$ cat src/rtl/sm_perf_counters_pkg.sv
// Shared definitions for the sm_perf_counters bank: register offsets, decoded
// register ids and the per-channel control bundle.
package sm_perf_counters_pkg;

  localparam int unsigned MAX_CNT = 8;

  localparam logic [31:0] OFF_EN       = 32'd0;
  localparam logic [31:0] OFF_CLR      = 32'd1;
  localparam logic [31:0] OFF_OVF      = 32'd2;
  localparam logic [31:0] OFF_MODE     = 32'd3;
  localparam logic [31:0] OFF_SNAP     = 32'd4;
  localparam logic [31:0] OFF_IRQ_EN   = 32'd5;
  localparam logic [31:0] OFF_CNT_BASE = 32'd8;

  typedef enum logic [2:0] {
    REG_EN,
    REG_CLR,
    REG_OVF,
    REG_MODE,
    REG_SNAP,
    REG_IRQ_EN,
    REG_CNT,
    REG_NONE
  } reg_e;

  // Everything a channel needs from the register block in one cycle.
  typedef struct packed {
    logic en;
    logic mode;
    logic clr;
    logic load;
    logic ovf_clr;
  } ch_ctrl_t;

  // Counter slots beyond the implemented channel count decode as unmapped.
  function automatic reg_e decode_reg(input logic [31:0] off, input int unsigned num_cnt);
    if (off >= OFF_CNT_BASE && off < OFF_CNT_BASE + 32'(num_cnt)) return REG_CNT;
    case (off)
      OFF_EN:     return REG_EN;
      OFF_CLR:    return REG_CLR;
      OFF_OVF:    return REG_OVF;
      OFF_MODE:   return REG_MODE;
      OFF_SNAP:   return REG_SNAP;
      OFF_IRQ_EN: return REG_IRQ_EN;
      default:    return REG_NONE;
    endcase
  endfunction

endpackage

$ cat src/rtl/sm_perf_cnt_ch.sv
// One counter channel: level/rising-edge event qualification, clear/load/
// increment priority, wrap detection and the sticky overflow flag.
module sm_perf_cnt_ch
  import sm_perf_counters_pkg::*;
#(
  parameter int unsigned CNT_W = 32
) (
  input  logic             clk,
  input  logic             rst_n,
  input  ch_ctrl_t         ctrl_i,
  input  logic             event_i,
  input  logic [CNT_W-1:0] load_val_i,
  output logic [CNT_W-1:0] cnt_o,
  output logic             ovf_o
);

  logic [CNT_W-1:0] cnt_q, cnt_d;
  logic             prev_q;
  logic             ovf_q, ovf_d;
  logic             inc;
  logic             wrap;

  assign inc = ctrl_i.en & (ctrl_i.mode ? (event_i & ~prev_q) : event_i);

  always_comb begin
    // NOTE: every output of this block gets a default first, so no path leaves a latch.
    cnt_d = cnt_q;
    wrap  = 1'b0;
    if (ctrl_i.clr) begin
      cnt_d = '0;
    end else if (ctrl_i.load) begin
      cnt_d = load_val_i;
    end else if (inc) begin
      cnt_d = cnt_q + CNT_W'(1);
      wrap  = &cnt_q;
    end
    // A fresh wrap beats a same-cycle write-one-to-clear.
    ovf_d = wrap | (ovf_q & ~ctrl_i.ovf_clr);
  end

  // NOTE: reset is synchronous, so it lives inside the clocked block and uses <= like all state.
  always_ff @(posedge clk) begin
    if (!rst_n) begin
      cnt_q  <= '0;
      prev_q <= 1'b0;
      ovf_q  <= 1'b0;
    end else begin
      cnt_q  <= cnt_d;
      prev_q <= event_i;
      ovf_q  <= ovf_d;
    end
  end

  assign cnt_o = cnt_q;
  assign ovf_o = ovf_q;

endmodule

$ cat src/rtl/sm_perf_counters.sv
// Multi-channel performance counter bank with a memory-mapped register block.
// Optional SM_PERF_SNAPSHOT_EN adds shadow registers captured by a SNAP write.
module sm_perf_counters
  import sm_perf_counters_pkg::*;
#(
  parameter int unsigned NUM_CNT   = 4,
  parameter int unsigned CNT_W     = 32,
  parameter logic [31:0] BASE_ADDR = 32'h200
) (
  input  logic               clk,
  input  logic               rst_n,
  input  logic               we_i,
  input  logic               rd_i,
  input  logic [31:0]        addr_i,
  input  logic [31:0]        wdata_i,
  input  logic [NUM_CNT-1:0] event_i,
  output logic [31:0]        rdata_o,
  output logic               rvalid_o,
  output logic [NUM_CNT-1:0] ovf_o,
  output logic               irq_o
);

  logic [31:0]        off;
  reg_e               sel;
  logic [2:0]         idx;

  logic [NUM_CNT-1:0] en_q, en_d;
  logic [NUM_CNT-1:0] mode_q, mode_d;
  logic [NUM_CNT-1:0] irq_en_q, irq_en_d;
  logic [31:0]        rdata_q, rdata_d;
  logic               rvalid_q;

  logic [NUM_CNT-1:0] clr_vec;
  logic [NUM_CNT-1:0] w1c_vec;
  logic [NUM_CNT-1:0] load_vec;
  ch_ctrl_t           ctrl [NUM_CNT];
  logic [CNT_W-1:0]   cnt [NUM_CNT];
  logic [CNT_W-1:0]   cnt_rd [NUM_CNT];
  logic [NUM_CNT-1:0] ovf;

  assign off = addr_i - BASE_ADDR;
  assign sel = decode_reg(off, NUM_CNT);
  assign idx = off[2:0];

  always_comb begin
    en_d     = en_q;
    mode_d   = mode_q;
    irq_en_d = irq_en_q;
    clr_vec  = '0;
    w1c_vec  = '0;
    load_vec = '0;
    if (we_i) begin
      case (sel)
        REG_EN:     en_d     = wdata_i[NUM_CNT-1:0];
        REG_MODE:   mode_d   = wdata_i[NUM_CNT-1:0];
        REG_IRQ_EN: irq_en_d = wdata_i[NUM_CNT-1:0];
        REG_CLR:    clr_vec  = wdata_i[NUM_CNT-1:0];
        REG_OVF:    w1c_vec  = wdata_i[NUM_CNT-1:0];
        REG_CNT: begin
          for (int i = 0; i < NUM_CNT; i++) begin
            load_vec[i] = (idx == 3'(i));
          end
        end
        default: ;
      endcase
    end
  end

  always_comb begin
    for (int i = 0; i < NUM_CNT; i++) begin
      ctrl[i].en      = en_q[i];
      ctrl[i].mode    = mode_q[i];
      ctrl[i].clr     = clr_vec[i];
      ctrl[i].load    = load_vec[i];
      ctrl[i].ovf_clr = w1c_vec[i];
    end
  end

  for (genvar g = 0; g < NUM_CNT; g++) begin : g_ch
    sm_perf_cnt_ch #(
      .CNT_W (CNT_W)
    ) u_ch (
      .clk        (clk),
      .rst_n      (rst_n),
      .ctrl_i     (ctrl[g]),
      .event_i    (event_i[g]),
      .load_val_i (wdata_i[CNT_W-1:0]),
      .cnt_o      (cnt[g]),
      .ovf_o      (ovf[g])
    );
  end

`ifdef SM_PERF_SNAPSHOT_EN
  logic               snap_we;
  logic [CNT_W-1:0]   shadow_q [NUM_CNT];

  assign snap_we = we_i && (sel == REG_SNAP);

  // NOTE: the shadow array is small flop storage, so it is cleared element by element on reset.
  always_ff @(posedge clk) begin
    if (!rst_n) begin
      for (int i = 0; i < NUM_CNT; i++) shadow_q[i] <= '0;
    end else if (snap_we) begin
      for (int i = 0; i < NUM_CNT; i++) shadow_q[i] <= cnt[i];
    end
  end

  always_comb begin
    for (int i = 0; i < NUM_CNT; i++) cnt_rd[i] = shadow_q[i];
  end
`else
  always_comb begin
    for (int i = 0; i < NUM_CNT; i++) cnt_rd[i] = cnt[i];
  end
`endif

  // Read mux works on current register values, i.e. before this cycle's updates.
  always_comb begin
    rdata_d = '0;
    case (sel)
      REG_EN:     rdata_d[NUM_CNT-1:0] = en_q;
      REG_OVF:    rdata_d[NUM_CNT-1:0] = ovf;
      REG_MODE:   rdata_d[NUM_CNT-1:0] = mode_q;
      REG_IRQ_EN: rdata_d[NUM_CNT-1:0] = irq_en_q;
      REG_CNT: begin
        for (int i = 0; i < NUM_CNT; i++) begin
          if (idx == 3'(i)) rdata_d[CNT_W-1:0] = cnt_rd[i];
        end
      end
      default: ;
    endcase
  end

  always_ff @(posedge clk) begin
    if (!rst_n) begin
      en_q     <= '0;
      mode_q   <= '0;
      irq_en_q <= '0;
      rdata_q  <= '0;
      rvalid_q <= 1'b0;
    end else begin
      en_q     <= en_d;
      mode_q   <= mode_d;
      irq_en_q <= irq_en_d;
      rvalid_q <= rd_i;
      if (rd_i) rdata_q <= rdata_d;
    end
  end

  assign rdata_o  = rdata_q;
  assign rvalid_o = rvalid_q;
  assign ovf_o    = ovf;
  assign irq_o    = |(ovf & irq_en_q);

endmodule
$ cat config.mk
export PLATFORM = sky130hd
export DESIGN_NAME = sm_perf_counters
export DESIGN_NICKNAME = d
export VERILOG_FILES = /design/src/rtl/sm_perf_counters_pkg.sv /design/src/rtl/sm_perf_cnt_ch.sv /design/src/rtl/sm_perf_counters.sv
export SDC_FILE = /design/constraint.sdc
export NUM_CORES = 1
export LEC_CHECK = 0
export CAP_MARGIN = 20
export CELL_PAD_IN_SITES_DETAIL_PLACEMENT = 1
export CELL_PAD_IN_SITES_GLOBAL_PLACEMENT = 1
export CORE_ASPECT_RATIO = 1.2
export CORE_MARGIN = 3
export CORE_UTILIZATION = 30
export DETAILED_ROUTE_END_ITERATION = 7
export GPL_ROUTABILITY_DRIVEN = 0
export PLACE_DENSITY_LB_ADDON = 0.05
export SYNTH_ARGS = -nofsm -noshare
export SYNTH_HDL_FRONTEND = slang
export SYNTH_SLANG_ARGS = --single-unit
$ cat constraint.sdc
create_clock -name clk -period 3.75 [get_ports clk]
set_input_delay 0.9375 -clock clk [delete_from_list [all_inputs] [get_ports clk]]
set_output_delay 0.9375 -clock clk [all_outputs]
set_load 0.1 [all_outputs]
==> summary.md <==
| Metric | Value |
|---|---|
| Outcome | complete, no violations |
| Critical Path Slowest Stage Cell | or4b_2 |
| Most frequently used flop master after synthesis | dfxtp_1 |
| Slew Limit Fails | 0 |
| Most used routing layer | met2 |
| Post-route minimum period | around 3400 ps |
| Reg clk slew, reported paths | 80 ps |
| Unique cell type count in the Yosys netlist | a little under 70 |
| Met2 usage | 36.41% |
| RSZ-0062 raised after global routing | no |
| Met3 GRT Util | 2.637% |
| Fmax | 289.9 MHz |
| Largest family of logic cells by synthesized area | simple AND/OR/NAND/NOR gates |
| Die X | 177.6 µm |
| Synth Area in Adders | 0.5899% |
| Post-synth top area cell | dfxtp_1 |
| Clk buf depth | 2 |
| Leakage power | 5.810 nW |
| First-pass GRT wire length | 59,170 µm |
| Layout area overhead | 23.09% |
| Multiplexer share of the synthesized area | 7.787% |
| Placed Area | roughly 0.013 mm² |
| Dpl ws | -155.4 ps |
| Post-Synth Simple-Gate Area | 23.87% |
| Avg Cell Area, Syn | 8.736 µm² |
| Final period util | 91.98% |
| Die area | roughly 0.038 mm² |
| GRT Total Usage | 20.42% |
| Aggregate routed wire length | 37,590 µm |
| CTS Root Cell | clkbuf_16 |
| Initial antenna violation count | 0 |
| Netlist Area Pre-Place | ~0.011 mm² |
| CTS tree | yes |
| Buffers on Ports | 109 |
| Initial drt markers | 406 |
| Nets@finish | 1,408 |
| CP Max Fanout | 54 |
| First-pass DRT Iterations | 5 |
| DR WL/cell | 20.88 µm |
| Antenna cell count | 0 |
| Synth Register Bits | between 150 and 200 |
| Post-synthesis compound-gate area fraction | 18.75% |
| Post-Layout Inst Area | ~0.013 mm² |
| Final number of setup-violating endpoints | 0 |
| XOR/XNOR share of the synthesized area | 10.49% |
| Worst Hold Class | register to register |
| MaxCap Viol Count | 0 |
| Die height | 212.0 µm |
| Post-synth EDFFs | 0 |
| Sequential area share after synthesis | 34.17% |
| Post-synthesis cell count | 1,214 |
| Main area contributors after synthesis | dfxtp_1 (34%), o211a_1 (9.1%), nand2_1 (6.8%) |
| Met1 Track Usage GR | 26.47% |
| Initial Util | 30.79% |
| Cts hold-fix bufs | 0 |
| Routed Antenna Nets | 0 |
| Largest net degree at the start of global routing | 67 |
| Remaining DRCs | 0 |
| Final hold viol count | 0 |
| Syn nets | ~1,300 |
| Clock latency on the worst-skew pair | 440 ps |
| Post-cts resize count | 0 |
| Final setup TNS | 0 ps |
| Peak supply drop | 0.2784 mV |
| CP Data Required Time | 4060 ps |
| CTS Sinks | 181 |
| R2R depth | 7 |
| Gr ovfl total | 0 |
| Pwr dens | around 300 mW/mm² |
| Final setup margin | 300.9 ps |
| Filler instances | 4,031 |
| Hold path cells | 2 |
| Share of post-route cells with drive strength above 1 | 15.77% |
| Post-DR vias/cell | 5.283 |
| Post-CTS Repair Setup Buffers | 0 |
| CP max stage delay | between 600 and 700 ps |
| Startpoint types | primary input |
| Worst clock skew | roughly 11 ps |
| Yosys warns | 0 |
| Worst slew pin tran | ~1000 ps |
| Core Rows | 74 |
| H-tree levels | 4 |
| Critical Path AT | 3760 ps |
| Worst slew margin | 31.78% |
| Vias in the first global route | 9,863 |
| I/O pin count | 110 |
| Post-synth top area share | between 30% and 40% |
| CP cell instances | clkdlybuf4s50_1, inv_1, ha_1, nor4bb_1, nand4_1, nor3_1, or4b_2, buf_12, nor2_1, a211oi_2 |
| Critical path class | primary input to register |
| Most frequent cells in the layout | nand2_1 (193), dfxtp_1 (181), clkdlybuf4s50_1 (98) |
| Num CTS Buffers | 17 |
| Via count | 9,509 |
| Most common cell after layout, fill and taps aside | nand2_1 |
| Post-DP HPWL | 27,780 µm |
| Power Total | 3.995 mW |
| Total core area | 0.03444 mm² |
| Setup crit end kind | register |
| Ys async rst share | 0% |
[sequential cells by signal, indices dropped and copies added, names as in the netlist]
| register | count |
|---|---|
| en_q | 4 |
| g_ch.u_ch.cnt_o | 128 |
| g_ch.u_ch.ovf_o | 4 |
| g_ch.u_ch.prev_q | 4 |
| irq_en_q | 4 |
| mode_q | 4 |
| rdata_o | 32 |
| rvalid_o | 1 |
[path summary, 6_finish.rpt]
kind	from	to	slack, ps
worst min register to register	rdata_o[8]	rdata_o[8]	460
worst min-delay path	rdata_o[8]	rdata_o[8]	460
worst max register to register	g_ch[3].u_ch.cnt_o[3]	g_ch[3].u_ch.cnt_o[30]	950
worst max-delay path	addr_i[9]	g_ch[1].u_ch.cnt_o[12]	300
[worst max-delay path, delay by kind of cell]
| family | cells | cell delay [ps] |
|---|---|---|
| AO/OA/AOI/OAI | 1 | 60 |
| buffers and inverters | 3 | 760 |
| AND/OR/NAND/NOR | 5 | 1690 |
| adder cells (fa/ha/maj) | 1 | 260 |
[through the flow]
step           instances  hold slack (ps)  utilization (%)
2_1_floorplan       1214            448.4                -
3_3_place_gp        1768            436.6            36.29
3_5_place_dp        1768            446.2            36.29
4_1_cts             1800            461.8            37.90
5_1_grt             1800            479.4            37.90
6_report            1800            456.8            37.90
[synthesized netlist by cell type (all sizes together) (6+ instances only)]
master	count
nor3	29
nand4	51
nand3	57
o22ai	26
dfxtp	181
clkbuf	33
mux4	6
inv	17
nor4	18
a211oi	27
or3	8
mux2i	15
xor2	76
a22oi	6
buf	46
mux2	48
nand2	193
and3	15
nor2	75
and2	13
nor2b	13
xnor2	51
o211a	96
and4	20
a21oi	8
o21ai	35
[logic make-up after synthesis]
family                   after synthesis
flip-flops                           181
adder cells (fa/ha/maj)                5
multiplexers                          69
buffers and inverters                 96
XOR/XNOR                             127
AO/OA/AOI/OAI                        227
AND/OR/NAND/NOR                      509
[area by class of cell]
cell class	count	area, µm²	area share [%]
clock buffer	20	456.7	3.499
clock inverter	12	96.34	0.7380
multi-input combinational	937	6549	50.17
timing repair buffer	177	1694	12.98
tap	456	570.5	4.371
sequential	181	3623	27.76
inverter	17	63.81	0.4888
[report_power, final]
group | total, mW | switching [mW] | internal, mW
combinational | 0.304 | 0.173 | 0.132
sequential | 1.92 | 0.00123 | 1.92
clock | 1.77 | 0.869 | 0.897
[per-layer routing]
metal	routed length, µm	vias to the layer above
li1	-	4636
met1	17300	4751
met2	19040	102
met3	876	20
met4	365	0
met5	0	-
Note: power is estimated with default switching activity, not from simulation.
